`config.mk`:
```
export PLATFORM = sky130hd
export DESIGN_NAME = mac_dot_sequencer
export DESIGN_NICKNAME = d
export VERILOG_FILES = /design/src/rtl/mac_dot_sequencer.sv
export SDC_FILE = /design/constraint.sdc
export NUM_CORES = 1
export LEC_CHECK = 0
export ABC_CLOCK_PERIOD_IN_PS = 4800
export BUFFER_PORTS_ARGS = -buffer_cell sky130_fd_sc_hd__buf_4
export CORE_AREA = 2 2 90 92
export CTS_BUF_LIST = sky130_fd_sc_hd__clkbuf_8 sky130_fd_sc_hd__clkbuf_16
export DETAILED_ROUTE_END_ITERATION = 8
export DIE_AREA = 0 0 92 94
export GPL_TIMING_DRIVEN = 0
export PLACE_DENSITY_LB_ADDON = 0.15
export SYNTH_ARGS = -nofsm -noshare
export SYNTH_HDL_FRONTEND = slang
export SYNTH_SLANG_ARGS = --single-unit
```
`constraint.sdc`:
```
create_clock -name clk -period 4.8 [get_ports clk]
set_clock_uncertainty 0.05 [all_clocks]
set_input_delay 0.24 -clock clk [delete_from_list [all_inputs] [get_ports clk]]
set_output_delay 0.24 -clock clk [all_outputs]
set_load 0.03 [all_outputs]
```
`src/rtl/mac_dot_sequencer.sv`:
```
// Operand sequencer for the 4x4 MAC datapath.
// Collects up to DEPTH packed operand pairs, clears the MAC accumulator,
// streams the pairs one per cycle, then returns the accumulator value.
// Operands are forced to zero outside RUN so the accumulator holds its value.
module mac_dot_sequencer #(
  parameter int DEPTH = 8,
  parameter int PTR_W = 3
) (
  input  logic             clk,
  input  logic             rst,
  input  logic             in_valid,
  output logic             in_ready,
  input  logic [7:0]       in_data,
  input  logic             in_last,
  output logic [3:0]       mac_a,
  output logic [3:0]       mac_b,
  output logic             mac_clr,
  input  logic [7:0]       acc_in,
  output logic             res_valid,
  input  logic             res_ready,
  output logic [7:0]       res_data,
  output logic [PTR_W:0]   res_count,
  output logic             res_trunc,
  output logic             busy
);

  typedef enum logic [2:0] {
    S_IDLE,
    S_LOAD,
    S_CLEAR,
    S_RUN,
    S_CAPTURE,
    S_DONE
  } state_t;

  localparam logic [PTR_W:0] LAST_IDX = (PTR_W+1)'(DEPTH - 1);

  state_t           state_reg, state_next;
  logic [7:0]       buf_mem [DEPTH];
  logic [PTR_W:0]   wr_ptr_reg;
  logic [PTR_W:0]   rd_ptr_reg;
  logic [PTR_W:0]   count_reg;
  logic             trunc_reg;
  logic [3:0]       mac_a_reg, mac_b_reg;
  logic             mac_clr_reg;
  logic             res_valid_reg;
  logic [7:0]       res_data_reg;
  logic [PTR_W:0]   res_count_reg;
  logic             res_trunc_reg;

  logic             in_fire;
  logic             res_fire;
  logic             fill_hit;
  logic [7:0]       rd_pair;

  assign in_ready  = (state_reg == S_IDLE) || (state_reg == S_LOAD);
  assign busy      = (state_reg != S_IDLE);
  assign in_fire   = in_valid && in_ready;
  assign res_fire  = res_valid_reg && res_ready;
  // The pair being written now occupies the last buffer slot.
  assign fill_hit  = (wr_ptr_reg == LAST_IDX);
  assign rd_pair   = buf_mem[rd_ptr_reg[PTR_W-1:0]];

  assign mac_a     = mac_a_reg;
  assign mac_b     = mac_b_reg;
  assign mac_clr   = mac_clr_reg;
  assign res_valid = res_valid_reg;
  assign res_data  = res_data_reg;
  assign res_count = res_count_reg;
  assign res_trunc = res_trunc_reg;

  // State register.
  always_ff @(posedge clk or posedge rst) begin
    if (rst) begin
      state_reg <= S_IDLE;
    end else begin
      state_reg <= state_next;
    end
  end

  // Next-state decode.
  always_comb begin
    state_next = state_reg;
    case (state_reg)
      S_IDLE: begin
        if (in_fire) begin
          state_next = in_last ? S_CLEAR : S_LOAD;
        end
      end
      S_LOAD: begin
        if (in_fire && (in_last || fill_hit)) begin
          state_next = S_CLEAR;
        end
      end
      S_CLEAR:   state_next = S_RUN;
      S_RUN: begin
        // rd_ptr counts pairs already presented; stop once all are out.
        if (rd_ptr_reg == count_reg) begin
          state_next = S_CAPTURE;
        end
      end
      S_CAPTURE: state_next = S_DONE;
      S_DONE: begin
        if (res_fire) begin
          state_next = S_IDLE;
        end
      end
      default:   state_next = S_IDLE;
    endcase
  end

  // Operand buffer write; contents need no reset.
  always_ff @(posedge clk) begin
    if (in_fire) begin
      buf_mem[wr_ptr_reg[PTR_W-1:0]] <= in_data;
    end
  end

  // Write pointer and truncation flag for the vector being loaded.
  always_ff @(posedge clk or posedge rst) begin
    if (rst) begin
      wr_ptr_reg <= '0;
      trunc_reg  <= 1'b0;
    end else begin
      if (in_fire) begin
        wr_ptr_reg <= (state_reg == S_IDLE) ? (PTR_W+1)'(1) : wr_ptr_reg + 1'b1;
        if ((state_reg == S_LOAD) && fill_hit && !in_last) begin
          trunc_reg <= 1'b1;
        end
      end else if ((state_reg == S_DONE) && res_fire) begin
        wr_ptr_reg <= '0;
        trunc_reg  <= 1'b0;
      end
    end
  end

  // Read pointer and latched pair count for streaming.
  always_ff @(posedge clk or posedge rst) begin
    if (rst) begin
      rd_ptr_reg <= '0;
      count_reg  <= '0;
    end else begin
      if (state_reg == S_CLEAR) begin
        count_reg <= wr_ptr_reg;
      end
      if (state_next == S_CLEAR) begin
        rd_ptr_reg <= '0;
      end else if (state_next == S_RUN) begin
        rd_ptr_reg <= rd_ptr_reg + 1'b1;
      end
    end
  end

  // Registered MAC drive: outputs line up with the state they belong to.
  always_ff @(posedge clk or posedge rst) begin
    if (rst) begin
      mac_a_reg   <= '0;
      mac_b_reg   <= '0;
      mac_clr_reg <= 1'b0;
    end else begin
      mac_clr_reg <= (state_next == S_CLEAR);
      if (state_next == S_RUN) begin
        mac_a_reg <= rd_pair[3:0];
        mac_b_reg <= rd_pair[7:4];
      end else begin
        mac_a_reg <= '0;
        mac_b_reg <= '0;
      end
    end
  end

  // Result capture and output handshake.
  always_ff @(posedge clk or posedge rst) begin
    if (rst) begin
      res_valid_reg <= 1'b0;
      res_data_reg  <= '0;
      res_count_reg <= '0;
      res_trunc_reg <= 1'b0;
    end else begin
      if (state_reg == S_CAPTURE) begin
        res_valid_reg <= 1'b1;
        res_data_reg  <= acc_in;
        res_count_reg <= count_reg;
        res_trunc_reg <= trunc_reg;
      end else if (res_fire) begin
        res_valid_reg <= 1'b0;
      end
    end
  end

endmodule

```
Yosys cells after proc, flatten, opt, wreduce, memory -nomap -nowiden:

Memories as Yosys holds them, arrays and structs flattened.
Index checks and enable logic that the tools add are counted.

* register bits after elaboration: 39
* latch bits: 0
* memory bits (writable): 64
* memory bits (read-only): 0
* bits of input ports: 21
* output and inout bits: 25
* memories: 1

Memory list
* buf_mem: words 8, width 8, rd ports 1, clocked after Yosys merged registers in 0, write ports 1, RTL line 39 `logic [7:0] buf_mem [DEPTH];`

* add/sub/neg operators: 2
* multipliers: 0
* div/mod/pow operators: 0
* magnitude comparators: 0
* equal/unequal tests: 10
* shifts and indexed selects: 0
* mux-type cells: 20
* bitwise logic cells: 0
* reduce and logical (&&, ||, !) cells: 15

Operators by type and width (count)
* $mux 4: 7
* $pmux 3 s6: 1
* $eq 3x2->1 const B: 4
* $mux 3: 4
* $add 4x1->4 const B: 2
* $mux 1: 7
* $eq 3x3->1 const B: 2
* $logic_and 1x1->1: 6
* $reduce_bool 2->1: 3
* $eq 4x3->1 const B: 1
* $eq 4x4->1: 1
* $eq 3x1->1 const B: 1
* $logic_not 3->1: 1
* $reduce_bool 3->1: 1
* $logic_or 1x1->1: 2
* $mux 2: 1
* $ne 2x1->1 const B: 1
* $reduce_and 2->1: 1
* $logic_not 1->1: 1

Longest topological paths before layout:

Gate-level depths: netlist (run 1).

* word-level depth: 9
* gate-level depth with buffers: 5
* gate-level depth less buffers: 5

Least setup slack after synthesis (run 1):

Ideal clock, no wire load.

* kind: register to register
* start point: register state_reg[2]
* end point: memory buf_mem[1][0], enable pin
* library setup time: 0.383 ns
* arrival time: 1.531 ns
* data required time: 4.367 ns
* setup slack: 2.835 ns
* cell stages (with the launch flop): 5
* path through: dfrtp_1 buf_2 nor3b_2 nand2_1 nor3_1

* longest elaborated chain between the ends: 5
* elaborated cells on any way between the ends: 6

Ends and longest elaborated chain
* start, declared: RTL line 38 `state_t state_reg, state_next;`
* start signal, assigned: RTL line 77 `state_reg <= state_next;`
* $eq 3x1->1 / $logic_not 3->1 (equally long branches): RTL line 56 `assign in_ready = (state_reg == S_IDLE) || (state_reg == S_LOAD);`
* $logic_or 1x1->1 (*): RTL line 56
* $logic_and 1x1->1 (*): RTL line 58 `assign in_fire = in_valid && in_ready;`
* $mux 1 (*): RTL line 114 `if (in_fire) begin`
* $mux 1 (implied by the code) (*): RTL line 115 `buf_mem[wr_ptr_reg[PTR_W-1:0]] <= in_data;`
* end, declared: RTL line 39

Every way passes the cells marked *; elsewhere a longest branch is shown, timed or not.

Final worst setup path (run 1):

* start point: register state_reg[2]
* end point: memory buf_mem[6][0], enable pin

The elaborated chain is that of the path after synthesis.

==> results of run 1 <==
## path summary, 6_finish.rpt
| kind | startpoint | endpoint | slack [ns] | depth (start not counted) |
|---|---|---|---|---|
| min in group clk | in_last | trunc_reg$_DFFE_PP0P_ | 0.03 | 2 |
| worst min-delay path | rst | res_data[2]$_DFFE_PP0P_ | -0.002 | 2 |
| max in group asynchronous | rst | count_reg[3]$_DFFE_PP0P_ | 4.18 | 2 |
| worst max register to register | state_reg[2]$_DFF_PP0_ | buf_mem[6][0]$_DFFE_PP_ | 2.50 | 4 |
| worst min register to register | res_data[2]$_DFFE_PP0P_ | res_data[2]$_DFFE_PP0P_ | 0.45 | 1 |
| worst max-delay path | state_reg[2]$_DFF_PP0_ | buf_mem[6][0]$_DFFE_PP_ | 2.50 | 4 |
## routing by layer
layer	up-vias	GRT usage [%]
li1	1026	-
met1	1110	24.7
met2	58	30.3
met3	5	4.09
met4	0	5.97
met5	-	0
## worst max-delay path, delay by kind of cell, from the launching register on
kind	cells	cell delay (ns)
DFF	1	0.36
and+or+nand+nor	3	1.34
buffers and inverters	1	0.17
## stage by stage
| stage | hold WS [ns] | cells | worst slack (ns) |
|---|---|---|---|
| 2_1_floorplan | 0.288 | 239 | 2.84 |
| 3_3_place_gp | 0.403 | 386 | 2.13 |
| 3_5_place_dp | 0.406 | 386 | 2.51 |
| 4_1_cts | 0.0179 | 402 | 2.49 |
| 5_1_grt | 0.0284 | 402 | 2.39 |
| 6_report | -0.00162 | 402 | 2.50 |
## area by class of cell
type | count | area, um2
inverter | 5 | 18.8
fill | 571 | 2760
clock buffer | 9 | 124
timing repair buffer | 45 | 338
clock inverter | 7 | 103
tap | 102 | 128
sequential | 103 | 2900
multi-input combinational | 121 | 1170
buffer | 10 | 75.1
## power by group through the flow
stage / clock (mW) / sequential [mW] / combinational (mW)
4_1_cts: 0.617 / 1.21 / 1.01
5_1_grt: 0.651 / 1.23 / 1.08
3_3_place_gp: 0 / 1.23 / 0.991
3_5_place_dp: 0 / 1.23 / 1.01
2_1_floorplan: 0 / 1.34 / 0.593
6_report: 0.601 / 1.21 / 0.995
## cells by family after synthesis
kind of cell,Yosys count,share of synthesized area [%]
compound gates,18,2.86
xor+xnor,5,1.06
fa+ha+maj,2,0.603
buf+inv,15,2.26
flops,103,69.8
mux,45,17.0
simple gates,51,6.39
## cells in the final DEF, fill, tap and decap left out, types with 2 or more instances in the layout
cell type,n
inv_6,2
o21ai_0,4
o21ai_1,3
bufinv_16,2
nand2b_1,5
dfrtp_1,39
mux2_1,2
inv_1,4
nor2_1,17
and2b_1,2
mux2i_1,12
mux4_2,7
buf_4,46
nand3b_1,2
edfxtp_1,64
xnor2_1,4
nand2_1,11
buf_2,5
o211ai_1,2
nor3_2,2
ha_1,2
clkbuf_8,9
nand3_1,4
mux2_2,15
mux4_1,9
a21o_1,2
==> impl_metrics.tcl, run 1 <==
set metrics [dict create \
    status "finished with violations" \
    violations "hold timing" \
    synth-warning-count 0 \
    drtPass1Iterations 4 \
    post-route-util_pct 63.8 \
    wl_per_cell_um 18.3 \
    cts_resized 0 \
    hold_slack_ns -0.00162 \
    core_mm2 0.00761 \
    numCtsBuffers 9 \
    power_frac_comb_pct 35.4 \
    ys_top_cells_by_area "edfxtp_1 46%, dfrtp_1 24%, mux4_1 5.7%" \
    nNetsFinal 318 \
    cp-end-kind "flop" \
    ys_seq_area_share_pct 69.8 \
    postRouteAntennaNets 0 \
    yosys.area.top_type "edfxtp_1" \
    wl_met1_um 3290 \
    drive_gt1_share_pct 32.7 \
    rsz0062_at_grt "no" \
    post_cts_buffers 0 \
    syn_nets 262 \
    place.gp.congestion 0.766 \
    clkTransAtPathRegs_ns 0.10 \
    synth_edf_count 64 \
    track_usage_pct 18.4 \
    finalHoldViolations 2 \
    cts_tree "done" \
    p_seq_share_pct 43.2 \
    slew_headroom_pct 35.8 \
    place_hpwl_um 4600 \
    max_stage_delay_ns 0.76 \
    arrival_ns 2.23 \
    synthCells 239 \
    netlist.area_leader.share_pct 46.3 \
    via_per_inst 5.47 \
    cts.path.max_buffers 2 \
    ios 46 \
    synthFlopType "edfxtp_1" \
    yosysMostFrequentCell "edfxtp_1" \
    cts_root_buffer "clkbuf_8" \
    netlist_area_mm2 0.00415 \
    largest_register_ffs 64 \
    top_layer_used "met4" \
    drt_iter0_markers 168 \
    worst_pin_slew_ns 0.960 \
    synth-async-reset-ratio_pct 37.9 \
    grt_overflow 0 \
    wl_met2_um 3680 \
    routed_wl_um 7360 \
    crit_required_ns 4.73 \
    maxCapViolCount 0 \
    rows 32 \
    fin_crit_sh_pct 47.9 \
    setup_viol 0 \
    port_buffers 45 \
    grt_max_degree 40 \
    synth.distinct_cells 43 \
    switchingPower_mw 0.948 \
    final_area_mm2 0.00485 \
    maxSlewViolCount 0 \
    p_leak_nw 1.96 \
    grt_pass1_vias 2108 \
    cp-start-kind "flop" \
    fp.dieH_um 94 \
    worstPathCellList "buf_2 -> nor3b_2 -> nand2b_1 -> nor2_1" \
    floorplan.initialDensity_pct 54.6 \
    drc 0 \
    dieArea_mm2 0.00865 \
    antenna_cells 0 \
    layout_min_cycle_time_ns 2.30 \
    area_delta_synth_final_pct 16.9 \
    synth_commonest_cells "64 x edfxtp_1, 39 x dfrtp_1, 17 x nor2_1" \
    vias 2199 \
    dr_wl_met3_um 299 \
    antenna_found_initial 0 \
    switching_share_pct 33.7 \
    worst_path_max_delay_cell "nor2_1" \
    p_clk_share_pct 21.4 \
    grt_first_pass_wirelength_um 11600 \
    cts.sinks 103 \
    path_class "flop to flop" \
    p_total_mw 2.81 \
    die_x_um 92 \
    synth_seq_cells 103 \
    avgSynthCellArea_um2 17.4 \
    p_int_mw 1.86 \
    vdd_drop_max_mv 0.291 \
    clk_latency_ns 0.35 \
    cp_max_fo 10 \
    place_area_mm2 0.00463 \
    min_path_type "input pin to asynchronous set/reset pin" \
    setup_tns_ns 0 \
    htreeDepth 3 \
    power_density_mw_per_mm2 579 \
    fmax_mhz 435 \
    postCtsHoldBufs 0 \
]
(Power assumes the default switching activity.)
==> run 2: changes to the inputs <==
- ABC_CLOCK_PERIOD_IN_PS: 4800 -> 1880
- CORE_AREA: 2 2 90 92 -> 2 2 93 95
- DIE_AREA: 0 0 92 94 -> 0 0 95 97
- clock period: 4.8 -> 1.88 ns (I/O delays scaled with it)
==> impl_metrics.tcl, run 2 (synthesis results as in run 1) <==
set metrics [dict create \
    status "finished clean" \
    final_area_mm2 0.00518 \
    fp.dieH_um 97 \
    rsz0062_at_grt "no" \
    layout_min_cycle_time_ns 1.80 \
    worstReg2RegStart "state_reg[2]$_DFF_PP0_" \
    setup_tns_ns 0 \
    cts.sinks 103 \
    drt_iter0_markers 73 \
    fin_crit_sh_pct 95.8 \
    dieArea_mm2 0.00922 \
    r2r_cells 6 \
    drive_gt1_share_pct 34.9 \
    area_delta_synth_final_pct 24.8 \
    vdd_drop_max_mv 0.605 \
    p_leak_nw 2.08 \
    place_hpwl_um 4680 \
    fmax_mhz 555 \
    worst_path_max_delay_cell "dfrtp_1" \
    crit_buf_inv 3 \
    final_common_cell "edfxtp_1" \
    cp.depth 6 \
    power_density_mw_per_mm2 1410 \
    worstSetupEndpoint "buf_mem[0][1]$_DFFE_PP_" \
    whs_path_depth 3 \
    drc 0 \
    via_per_inst 5.34 \
    grt_overflow 0 \
    wl_per_cell_um 18.1 \
    worst_pin_slew_ns 0.827 \
    cts_root_buffer "clkbuf_8" \
    nNetsFinal 342 \
    place.gp.congestion 0.755 \
    arrival_ns 1.84 \
    clkTransAtPathRegs_ns 0.10 \
    routed_wl_um 7750 \
    r2r-end "buf_mem[0][1]$_DFFE_PP_" \
    numCtsBuffers 9 \
    clk_latency_ns 0.36 \
    cts_tree "done" \
    path_class "flop to flop" \
    track_usage_pct 18.2 \
    min_path_type "input pin to flop" \
    p_total_mw 7.31 \
    drtPass1Iterations 4 \
    core_mm2 0.00813 \
    rows 33 \
    cp-end-kind "flop" \
    postRouteAntennaNets 0 \
    maxCapViolCount 0 \
    critPathTopFamily "simple AND/OR/NAND/NOR gates" \
    floorplan.initialDensity_pct 51.0 \
    htreeDepth 3 \
    critPathLaunch "state_reg[2]$_DFF_PP0_" \
    die_x_um 95 \
    antenna_found_initial 0 \
    grt_pass1_vias 2330 \
    worstPathCellList "buf_2 -> nor3b_4 -> buf_4 -> nand2b_4 -> nor3_4 -> buf_4" \
    slew_headroom_pct 44.8 \
    cp-start-kind "flop" \
    setup_viol 0 \
    max_stage_delay_ns 0.38 \
    antenna_cells 0 \
    finalHoldViolations 0 \
    grt_max_degree 40 \
    grt_first_pass_wirelength_um 12300 \
    vias 2290 \
    cp_max_fo 10 \
    cts.path.max_buffers 2 \
    place_area_mm2 0.00463 \
    port_buffers 45 \
    maxSlewViolCount 0 \
    crit_top_cell "buf_4" \
    ios 46 \
    r2r_setup_slack_ns 0.08 \
    crit_required_ns 1.91 \
    largest_register_ffs 64 \
    final_cell_mix "64 x edfxtp_1, 49 x buf_4, 39 x dfrtp_1" \
]
[run 2: changes by cell type in the layout (fill, tap and decap cells not counted), moves of 2 or more]
cell and change:
nor3_2 -2, nor3_4 +2, dlygate4sd3_1 +19, buf_4 +3
nor2_1 -6, nor2_4 +6, buf_12 +2
[run 2: how the worst min path moves through the flow]
stage	startpoint	end	slack, ns
after floorplan	in_last	trunc_reg$_DFFE_PP0P_	0.14
after global placement	in_last	trunc_reg$_DFFE_PP0P_	0.26
after detailed placement	in_last	trunc_reg$_DFFE_PP0P_	0.26
after CTS	in_valid	trunc_reg$_DFFE_PP0P_	0.07
after global routing	in_valid	trunc_reg$_DFFE_PP0P_	0.09
final	in_valid	trunc_reg$_DFFE_PP0P_	0.09
[run 2: per-layer routing]
metal | track usage [%] | share of wire [%] | vias to the layer above
met5 | 0 | 0 | -
met4 | 6.02 | 1.1 | 0
met3 | 2.88 | 3.4 | 9
met2 | 30.1 | 52 | 44
met1 | 24.7 | 44 | 1163
li1 | - | - | 1074
[run 2: area by class of cell]
| type | count | area, um2 |
|---|---|---|
| repair buffers | 69 | 591 |
| inverters | 5 | 18.8 |
| clock inverters | 7 | 91.3 |
| well taps | 105 | 131 |
| clock buffers | 9 | 124 |
| plain buffers | 10 | 76.3 |
| flip-flops and latches | 103 | 2900 |
| multi-input cells | 121 | 1250 |
| fillers | 583 | 2950 |
[run 2: timing repair]
item                       CTS  global route
hold endpoints to repair   113             0
resized for setup           17             5
setup buffers                3             2
pin swaps                    2             1
setup endpoints to repair   64            68
hold buffers                19             0
[run 2: report_power, final]
group	internal (mW)	total (mW)	switching (mW)
registers	2.84	3.12	0.277
clock network	0.645	1.43	0.785
logic	1.27	2.76	1.49
[run 2: per-stage QoR]
stage	std cells	setup WS, ns	utilization [%]	hold slack, ns
after CTS	427	0.0267	63.3	0.0654
final	429	0.0790	63.7	0.0859
after floorplan	239	0.127	-	0.142
after global routing	429	0.0121	63.7	0.0937
after global placement	389	-0.389	56.9	0.256
after detailed placement	389	-0.422	56.9	0.263
[run 2: tightest hold or removal path, stage by stage]
cell and delay [ns]:
buf_4 0.13, nand4bb_1 0.15, o31ai_1 0.08
